`src/rtl/bcd_pkg.sv`:
```
// Shared BCD helpers for the wall-clock counters: digit width, digit check and
// binary<->packed-BCD conversions (up to four digits, digit 0 in bits [3:0]).
package bcd_pkg;

    localparam int BCD_W = 4;

    function automatic logic is_bcd_digit(input logic [BCD_W-1:0] d);
        return d <= 4'd9;
    endfunction

    function automatic logic [15:0] bin_to_bcd(input int v);
        logic [15:0] r;
        int          n;
        r = '0;
        n = v;
        for (int i = 0; i < 4; i++) begin
            r[BCD_W*i +: BCD_W] = 4'(n % 10);
            n = n / 10;
        end
        return r;
    endfunction

    function automatic int bcd_to_bin(input logic [15:0] b);
        int r;
        r = 0;
        for (int i = 3; i >= 0; i--) begin
            r = r * 10 + int'(b[BCD_W*i +: BCD_W]);
        end
        return r;
    endfunction

endpackage

```
`src/rtl/bcd_digit.sv`:
```
// One BCD digit of the modulo counter; steps up/down when en and cin are high.
// Latency: digit registered, cout combinational. No backpressure: clear > load > step.
// cout asserts when this digit rolls over (9 going up, 0 going down) with cin set.
module bcd_digit
    import bcd_pkg::*;
(
    input  logic             clk,
    input  logic             reset,
    input  logic             en,
    input  logic             up_dn,
    input  logic             cin,
    input  logic             clear,
    input  logic             load,
    input  logic [BCD_W-1:0] load_dig,
    output logic [BCD_W-1:0] dig,
    output logic             cout
);

    assign cout = cin & (up_dn ? (dig == 4'd9) : (dig == 4'd0));

    always_ff @(posedge clk) begin
        if (reset || clear) begin
            dig <= '0;
        end else if (load) begin
            dig <= load_dig;
        end else if (en && cin) begin
            if (up_dn) begin
                dig <= (dig == 4'd9) ? 4'd0 : dig + 4'd1;
            end else begin
                dig <= (dig == 4'd0) ? 4'd9 : dig - 4'd1;
            end
        end
    end

endmodule

```
`src/rtl/bcd_mod_counter.sv`:
```
// Parametrised BCD modulo-N counter with load check and carry/borrow pulses.
// Latency: one cycle from en/load to value; pulses aligned with the new value.
// No backpressure; define BCD_CNT_SAT_EN to saturate instead of wrapping.
module bcd_mod_counter
    import bcd_pkg::*;
#(
    parameter int DIGITS = 2,
    parameter int MODULO = 60
) (
    input  logic                  clk,
    input  logic                  reset,
    input  logic                  en,
    input  logic                  up_dn,
    input  logic                  load,
    input  logic [BCD_W*DIGITS-1:0] load_val,
    output logic [BCD_W*DIGITS-1:0] value,
    output logic                  carry,
    output logic                  borrow,
    output logic                  load_err,
    output logic                  at_max
);

    localparam int W = BCD_W * DIGITS;
    localparam logic [15:0]  MAX_BCD16 = bin_to_bcd(MODULO - 1);
    localparam logic [W-1:0] MAX_BCD   = MAX_BCD16[W-1:0];

    if (DIGITS < 1 || DIGITS > 4) begin : g_bad_digits
        $error("bcd_mod_counter: DIGITS must be 1..4");
    end
    if (MODULO < 2 || MODULO > 10**DIGITS) begin : g_bad_modulo
        $error("bcd_mod_counter: MODULO must be 2..10**DIGITS");
    end

    logic          load_ok;
    logic          tick;
    logic          at_zero;
    logic          wrap_up;
    logic          wrap_dn;
    logic          step;
    logic          dig_clear;
    logic          dig_load;
    logic [W-1:0]  dig_ld_val;
    logic [DIGITS:0] ripple;
    logic          ripple_unused;

    always_comb begin
        load_ok = (bcd_to_bin(16'(load_val)) < MODULO);
        for (int i = 0; i < DIGITS; i++) begin
            if (!is_bcd_digit(load_val[BCD_W*i +: BCD_W])) begin
                load_ok = 1'b0;
            end
        end
    end

    assign at_max  = (value == MAX_BCD);
    assign at_zero = (value == '0);
    assign tick    = en & ~load;
    assign wrap_up = tick & up_dn & at_max;
    assign wrap_dn = tick & ~up_dn & at_zero;

`ifdef BCD_CNT_SAT_EN
    // At a boundary the digits simply hold; only the pulse records the attempt.
    assign step       = tick & ~wrap_up & ~wrap_dn;
    assign dig_clear  = load & ~load_ok;
    assign dig_load   = load & load_ok;
    assign dig_ld_val = load_val;
`else
    // Modulus wrap reuses the digit clear/load paths rather than the ripple.
    assign step       = tick;
    assign dig_clear  = (load & ~load_ok) | wrap_up;
    assign dig_load   = (load & load_ok) | wrap_dn;
    assign dig_ld_val = load ? load_val : MAX_BCD;
`endif

    assign ripple[0]     = 1'b1;
    assign ripple_unused = ripple[DIGITS];

    for (genvar g = 0; g < DIGITS; g++) begin : g_digit
        bcd_digit u_digit (
            .clk      (clk),
            .reset    (reset),
            .en       (step),
            .up_dn    (up_dn),
            .cin      (ripple[g]),
            .clear    (dig_clear),
            .load     (dig_load),
            .load_dig (dig_ld_val[BCD_W*g +: BCD_W]),
            .dig      (value[BCD_W*g +: BCD_W]),
            .cout     (ripple[g+1])
        );
    end

    always_ff @(posedge clk) begin
        if (reset) begin
            carry    <= 1'b0;
            borrow   <= 1'b0;
            load_err <= 1'b0;
        end else begin
            carry    <= wrap_up;
            borrow   <= wrap_dn;
            load_err <= load & ~load_ok;
        end
    end

endmodule

```
`config.mk`:
```
export PLATFORM = sky130hd
export DESIGN_NAME = bcd_mod_counter
export DESIGN_NICKNAME = d
export VERILOG_FILES = /design/src/rtl/bcd_pkg.sv /design/src/rtl/bcd_digit.sv /design/src/rtl/bcd_mod_counter.sv
export SDC_FILE = /design/constraint.sdc
export NUM_CORES = 1
export LEC_CHECK = 0
export CORE_MARGIN = 10
export CORE_UTILIZATION = 49
export CTS_CLUSTER_SIZE = 25
export DETAILED_ROUTE_END_ITERATION = 10
export PLACE_DENSITY = 0.79
export SLEW_MARGIN = 10
export SYNTH_ARGS = -nofsm -noshare
export SYNTH_HDL_FRONTEND = slang
export SYNTH_SLANG_ARGS = --single-unit
```
`constraint.sdc`:
```
create_clock -name clk -period 2.8 [get_ports clk]
set_input_delay 0.7 -clock clk [delete_from_list [all_inputs] [get_ports clk]]
set_output_delay 0.7 -clock clk [all_outputs]
set_load 0.05 [all_outputs]
```
==> impl_results.md <==
- Run status: finished, final reports clean
- Crit Path Class: in2reg
- 1st-iter DRT viols: 67
- Final nets: 176
- CP Capture Type: flip-flop
- Fill count: 157
- Unrepaired setup endpoints after global routing: false
- Routed wire length: 2730 um
- Slowest-stage cell, CP: fa_2
- GP Congestion: 0.880
- Post-route cell area: 0.00143 sq mm
- Maximum VDD drop: 0.239 mV
- Drt drc: 0
- Critical path arrival: 2.84 ns
- LEAKAGE: 0.000599 uW
- # Max-Cap Violations: 0
- Grt ovf: 0
- Cells after Synth: 121
- Starting Density: 0.516
- Skew final: 0.00146 ns
- Die X: 65.7 um
- Count of different cell masters after synthesis: 47
- Port Buf Inserts: 24
- Pin count of the biggest net entering global routing: 14
- Reg-to-Reg End: g_digit[1].u_digit.dig[1]$_SDFFE_PP0P_
- Hold Path Depth: 3
- Die height: 65.7 um
- Worst path max stage delay: 0.56 ns
- Min Tclk post-route: 2.63 ns
- Die area: 0.00432 sq mm
- Clock Root Buffer: clkbuf_4
- Critical path's top delay family: adder cells
- Syn. warnings: 0
- Drt first pass iters: 4
- Yosys top cell area share: 0.215
- Hold Crit Class: reg2reg
- #FFs+latches synth: 11
- Routed length per placed instance: 15.1 um
- Worst slew margin: 0.644
- CTS Buf Count: 3
- Most frequent cells in the layout: clkdlybuf4s50_1 (19), buf_4 (13), dfxtp_1 (11)
- Post-DP Area: 0.00134 sq mm
- Critical path, cell by cell: dlymetal6s2s_1 -> ha_4 -> ha_2 -> fa_2 -> nand4b_1 -> a21oi_2 -> o21ai_2 -> nor3_4 -> a32o_1
- Post-DP HPWL: 2060 um
- Worst EP required: 3.01 ns
- Post-Syn Nets: 142
- Reg2reg setup slack: 1.03 ns
- Final period utilization: 0.939
- WP buf/inv: 1
- Ys async rst share: 0
- Post-layout total power: 487 uW
- Crit path max fanout: 8
- Total number of vias: 1053
- Final hold vios: 0
- CTS tree: yes
- Max Root-Sink Buffers: 2
- Pwr/cell area: 340 mW/mm^2
- # diodes: 0
- Worst r2r src: g_digit[0].u_digit.dig[1]$_SDFFE_PP0P_
- Final Max Slew Viols: 0
- Antenna viol nets, final: 0
- FF-to-FF path depth: 5
- Clk Latency, worst-skew pair: 0.26 ns
- Post-Synthesis Cell Area: 0.00102 sq mm
- Hold Path Sink: carry$_SDFF_PP0_
- H-tree depth: 1
- Vias in the first global route: 1032
- Number of synthesized flops with an enable pin: 0
- Vias per cell: 5.82
- Area Overhead vs Synth: 39.7%
- Slew @ Worst Pin: 0.532 ns
- Avg Cell Area, Syn: 8.46 sq um
- Fraction of final layout cells sized beyond drive strength 1: 0.201
- Maximum clock frequency: 380 MHz
- Num Clock Sinks: 11
- Largest area contributor in the synthesized netlist: dfxtp_1
- Hold Startpoint: g_digit[1].u_digit.dig[2]$_SDFFE_PP0P_
- Post-synthesis sequential area ratio: 0.215
- Most used flip-flop cell after synthesis: dfxtp_1
- Startpoint Class: input pin
- First-pass GRT wire length: 4630 um
- Post-CTS Hold Fix Bufs: 0
- Initial antenna violation count: 0
- Top cells by area, synth: dfxtp_1 (22%), ha_1 (7.3%), a32o_1 (5.9%), nor2b_1 (4.3%), xnor2_1 (4.3%)
- I/O pin count: 25
- Core Region: 0.00198 sq mm
- # rows: 16
- GRT Total Usage: 0.128
- Most common cell after layout, fill and taps aside: clkdlybuf4s50_1
- Final setup fails: 0
- Worst-path clk slew: 0.07 ns
sequential cells by signal, summed over array words and instances, names as in the netlist:
signal and flops:
borrow 1, carry 1, g_digit.u_digit.dig 8, load_err 1
synth_stat cells, types with 4 or more instances:
library cell / instances
o21ai_0: 7
ha_1: 6
nor2b_1: 7
nor3_1: 8
dfxtp_1: 11
nand2_1: 7
a32o_1: 6
a21oi_1: 5
xnor2_1: 5
and3_1: 4
nor2_1: 5
kinds of logic after synthesis:
| group | Yosys count | synth area share |
|---|---|---|
| adder cells (fa/ha/maj) | 8 | 0.112 |
| multiplexers | 1 | 0.00978 |
| AND/OR/NAND/NOR | 46 | 0.282 |
| buffers and inverters | 10 | 0.0489 |
| XOR/XNOR | 7 | 0.0599 |
| AO/OA/AOI/OAI | 38 | 0.271 |
| flip-flops | 11 | 0.215 |
routing by layer:
metal  track usage  vias to the layer above  wire (um)
met5             0                        -          0
met4        0.0508                        0         27
met3        0.0220                        4        170
met2         0.217                       31       1390
met1         0.155                      491       1150
li1              -                      527          -
worst max path at each step:
stage,cells after the start,from,end
5_1_grt,9,load_val[7],g_digit[1].u_digit.dig[1]$_SDFFE_PP0P_
3_3_place_gp,9,load_val[5],g_digit[0].u_digit.dig[1]$_SDFFE_PP0P_
3_5_place_dp,9,load_val[5],g_digit[1].u_digit.dig[1]$_SDFFE_PP0P_
6_report,9,load_val[7],g_digit[1].u_digit.dig[1]$_SDFFE_PP0P_
4_1_cts,9,load_val[5],g_digit[1].u_digit.dig[1]$_SDFFE_PP0P_
2_1_floorplan,8,load_val[5],g_digit[1].u_digit.dig[2]$_SDFFE_PP0P_
worst reg2reg max path: stages, from the launching register on:
cell	delay (ns)
dfxtp_1	0.43
nor4b_4	0.42
a41oi_1	0.20
nor2b_2	0.24
and2_4	0.16
a32o_1	0.21
timing repair:
action                                  in CTS  in global routing
setup buffers                                0                  1
resized for setup                            7                  6
pin swaps                                    3                  5
endpoints found under the setup margin       8                  9
gates cloned                                 0                  0
final cells by class:
| type | count | area, sq um | area share |
|---|---|---|---|
| clock inverter | 1 | 5.00 | 0.00350 |
| timing repair buffer | 36 | 338 | 0.236 |
| clock buffer | 3 | 22.5 | 0.0157 |
| multi-input combinational | 100 | 800 | 0.559 |
| inverter | 3 | 11.3 | 0.00787 |
| sequential | 11 | 220 | 0.154 |
| tap | 27 | 33.8 | 0.0236 |
metrics by stage:
stage               setup WS, ns  TNS, ns  cells  hold slack, ns  utilization
global placement          -0.317    -2.53    176           0.722        0.678
CTS                      0.00250        0    180           0.747        0.705
detailed placement        -0.373    -3.05    176           0.733        0.678
global route              0.0564        0    181           0.807        0.722
floorplan                  0.241        0    121           0.772            -
finish                     0.170        0    181           0.743        0.722
report_power, final:
part | switching (uW) | total, uW | internal, uW
clock network | 55.0 | 108 | 52.7
registers | 14.3 | 178 | 163
logic | 106 | 201 | 95.4
Note: power is estimated with default switching activity, not from simulation.
==> RTL edit 1, RTL diff (same flow settings) <==
Remove the register `load_err`: a continuous assignment takes its place, so the output `load_err` follows one clock earlier.
--- a/src/rtl/bcd_mod_counter.sv
+++ b/src/rtl/bcd_mod_counter.sv
@@ -96,3 +96,2 @@
             borrow   <= 1'b0;
-            load_err <= 1'b0;
         end else begin
@@ -100,3 +99,2 @@
             borrow   <= wrap_dn;
-            load_err <= load & ~load_ok;
         end
@@ -104,2 +102,4 @@
 
+    assign load_err = load & ~load_ok;
+
 endmodule
Formal check against the unedited RTL: not equivalent (Yosys sat finds a counterexample within 4 cycles, from zero or initial values and one cycle with reset high).
==> RTL edit 1 against the original RTL <==
  * The flow now finishes with violations (negative setup slack)
  * Die area increased by 0.35%
  * Routed wire length increased by 17%
  * Sequential cell count decreased by 1
  * Total power increased by 13%
  * Cell area increased by 7.2%
  * Setup slack got worse by 620 ps
  * Clock skew decreased by 0.81 ps
  * Area after synthesis increased by 0.49%
  * Largest power group unchanged
==> RTL edit 1: results (changes against the original RTL) <==
Outcome = finished with violations
Failing checks = negative setup slack
Setup WS post-layout = -451.7 ps (-621.5 ps)
Seq area share = 13.06% (-2.3 points)
DP Worst Slack = -1027 ps (-654.1 ps)
#FFs+latches synth = 10 (-1)
Final setup vio count = 1 (+1)
Min-Delay Startpoint = g_digit[1].u_digit.dig[3]
WL/cell = 16.86 µm (+12%)
Bufs w/o clock = 40 (+11%)
Multi-input combinational area share = 58.04% (+2.1 points)
Area after DPL = 0.001424 mm² (+6.0%)
Max FO, Critical Path = 4 (-4)
Data arrival time of the critical path = 2550 ps (-290 ps)
Worst-path clk slew = 70 ps (about the same)
WL met2 = 1563 µm (+13%)
Non-Filler Instances = 189 (+4.4%)
Slew HR = 66.00% (+1.6 points)
Register area share after synthesis = 19.46% (-2.1 points)
Post_cts resized = 34 (+27)
Netlist cell types = 44 (-6.4%)
Sw power = 0.0001937 W (+10%)
Mux cell area share after synthesis = 1.460% (+0.48 points)
Cells after synthesis = 125 (+3.3%)
WL met1 = 1366 µm (+19%)
Setup Fix Bufs, Post-CTS = 2 (+2)
Area added between synthesis and finish = 49.03%
Met2 global-route usage = 25.97% (+4.2 points)
First-pass GRT wire length = 5437 µm (+17%)
Synth Area in Compound Gates = 25.06% (-2.1 points)
Setup Skew = 0.6512 ps (-0.8053 ps)
Largest net degree at the start of global routing = 13 (-1)
Synthesized-area fraction occupied by adder cells = 11.19% (-0.055 points)
Post-DP HPWL = 2525 µm (+22%)
Clk power = 0.000131 W (+21%)
Layout fillers = 124 (-21%)
Clock buf count = 4 (+1)
Met3 wire length = 214 µm (+26%)
Syn_nets = 146 (+2.8%)
List of most frequent post-synthesis cells = 11 x o21ai_0, 10 x dfxtp_1, 9 x nor2_1, 8 x a21oi_1, 8 x nand2_1
Multi-input gates = 105 (+5.0%)
M3 GR Usage = 5.932% (+3.7 points)
RD Place Congestion = 0.8727 (-0.81%)
ClkCell Share = 2.367% (+0.44 points)
Routed vias = 1,135 (+7.8%)
Comb power frac = 47.4% (+6.0 points)
All-Layer GR Usage = 15.40% (+2.6 points)
-- RTL edit 1: changes by cell type after synthesis, sizes merged, moves of 3 or more --
cell and change:
a22o +4, nand4 +3, nor2 +4, a21oi +3, o21ai +4, nor2b -5, nand4b -3, a32o -6
nor3 -4
-- RTL edit 1: final timing paths --
path,end,slack [ps],cells after the start
worst max-delay path,load_err,-450,9
worst min-delay path,g_digit[1].u_digit.dig[3],740,3
worst max register to register,g_digit[1].u_digit.dig[3],1120,5
worst min register to register,g_digit[1].u_digit.dig[3],740,3
-- RTL edit 1: logic make-up (layout without fill, tap and decap cells) --
| logic type | count (synthesis) | after routing |
|---|---|---|
| AO/OA/AOI/OAI | 37 | 37 |
| XOR/XNOR | 7 | 7 |
| adder cells (fa/ha/maj) | 8 | 8 |
| buffers and inverters | 10 | 47 |
| flip-flops | 10 | 10 |
| multiplexers | 1 | 1 |
| AND/OR/NAND/NOR | 52 | 52 |
==> RTL edit 2, RTL diff (same flow settings) <==
Made on the original files. Build with the macro `BCD_CNT_SAT_EN` defined.
--- a/src/rtl/bcd_mod_counter.sv
+++ b/src/rtl/bcd_mod_counter.sv
@@ -3,2 +3,4 @@
 // No backpressure; define BCD_CNT_SAT_EN to saturate instead of wrapping.
+`define BCD_CNT_SAT_EN
+
 module bcd_mod_counter
Function: changed (a bounded check fails within 4 cycles, from zero or initial values and one cycle with reset high).
==> RTL edit 2 against the original RTL <==
  * Utilization is 0.65 points lower
  * Clock skew is 1.8 ps higher
  * Non-clock buffer count is 6 higher
  * Count of clock-buffer cells in the layout stayed put
  * Via count is 7.1% higher
  * Sequential cell count stayed put
  * Total power is 15% higher
  * Setup slack worse by 76 ps
  * Critical path depth is 3 higher
  * Area after synthesis is 7.2% higher
  * Routed wire length is 11% higher
  * Cell area is 8.5% higher
==> RTL edit 2: results (changes against the original RTL) <==
Largest cells by area after synthesis = dfxtp_1 20%, ha_1 6.8%, xor2_1 4.8%, nor2_1 3.8%, fa_1 3.6%
Max FO, Critical Path = 2 (-6)
Bufs w/o clock = 42 (+17%)
Worst VDD drop = 0.0002316 V (-3.2%)
P_leak = 0.6156 nW (+2.8%)
Critical path endpoint = g_digit[1].u_digit.dig[3]
DR pass1 iterations = 5 (+1)
Vias per cell = 5.726 (-1.6%)
Seq_cells = 11 (unchanged)
Clock Path Buffers = 2 (unchanged)
First-pass GRT wire length = 5092 µm (+10%)
Post-Synth XOR/XNOR Area = 5.587% (-0.40 points)
Invs w/o clock = 7 (+4)
Max reg flops = 8 (unchanged)
Setup Skew = 3.290 ps (+1.833 ps)
Netlist cell types = 50 (+6.4%)
Layout cells sized above 1 = 30.77% (+11 points)
Largest net degree at the start of global routing = 15 (+1)
Final non-clock buffer share = 23.15% (-0.48 points)
Vias in the first global route = 1,099 (+6.5%)
Post-DP HPWL = 2253 µm (+9.1%)
# diodes = 0 (unchanged)
Slowest CP cell = fa_1
Syn_nets = 151 (+6.3%)
Critical Path Max Stage Delay = 530 ps (-30 ps)
List of most frequent post-synthesis cells = 11 x dfxtp_1, 11 x nor2_1, 8 x nand2_1, 7 x inv_1
Post_cts resized = 22 (+15)
Worst Setup SP = load_val[5]
Synthesized-area fraction occupied by adder cells = 10.49% (-0.76 points)
Area of the multi-input gates = 883.3 µm² (+10%)
Outcome = complete, no violations
Layout fillers = 180 (+15%)
Worst-Skew Late Latency = 270 ps
Port bufs = 24 (unchanged)
Worst Max-Slew Pin Slew = 506.8 ps (-25.45 ps)
All-Layer GR Usage = 14.10% (+1.3 points)
RD Place Congestion = 0.8220 (-6.6%)
Setup Fix Bufs, Post-CTS = 3 (+3)
Data arrival time of the critical path = 2890 ps (+50 ps)
Final #Nets = 191 (+8.5%)
Reg-to-reg slack, setup = 570 ps (-460 ps)
Mux cell area share after synthesis = 5.701% (+4.7 points)
Iter 0 DRT Violations = 97 (+45%)
FF-to-FF Start = g_digit[0].u_digit.dig[0]
WL/cell = 15.45 µm (+2.3%)
Seq area share = 14.19% (-1.2 points)
ClkCell Share = 1.774% (-0.15 points)
Register area share after synthesis = 20.07% (-1.4 points)
Cells on worst reg2reg path = 6 (+1)
-- RTL edit 2: power breakdown --
part / internal [W] / switching, W / total [W]
logic: 0.000125 / 0.000140 / 0.000265
clock network: 0.0000529 / 0.0000595 / 0.000112
registers: 0.000165 / 0.0000197 / 0.000185
-- RTL edit 2: layer usage --
metal	wire, µm	track usage [%]	share of wire, %
met1	1222	15.11	40
met2	1584	25.47	52
met3	140	2.645	4.6
met4	95	7.692	3.1
met5	0	0	0
-- RTL edit 2: logic make-up after synthesis --
family                     after synthesis
and+or+nand+nor                         50
AOI/OAI and AO/OA                       34
buffers and inverters                   14
DFF                                     11
adders and majority gates                8
xor gates and xnor gates                 7
muxes                                    6
-- RTL edit 2: metrics by stage --
stage                     setup TNS [ps]  cell area [µm²]  setup WS [ps]  std cells  hold slack (ps)
final                                  0             1551          94.32        197            694.5
after global routing                   0             1551          4.384        197            746.4
after CTS                              0             1525          29.08        196            687.6
after detailed placement           -4544             1423         -551.5        188            650.1
after global placement             -3757             1423         -465.0        188            653.5
after floorplan                        0             1114          4.052        130            775.8
-- RTL edit 2: how the worst min path moves through the flow --
stage,start,end,slack (ps),depth (start not counted)
2_1_floorplan,reset,carry,780,1
3_3_place_gp,g_digit[0].u_digit.dig[2],g_digit[0].u_digit.dig[2],650,2
3_5_place_dp,g_digit[0].u_digit.dig[2],g_digit[0].u_digit.dig[2],650,2
4_1_cts,g_digit[0].u_digit.dig[2],g_digit[0].u_digit.dig[2],690,2
5_1_grt,g_digit[0].u_digit.dig[2],g_digit[0].u_digit.dig[2],750,2
6_report,g_digit[0].u_digit.dig[2],g_digit[0].u_digit.dig[2],690,2
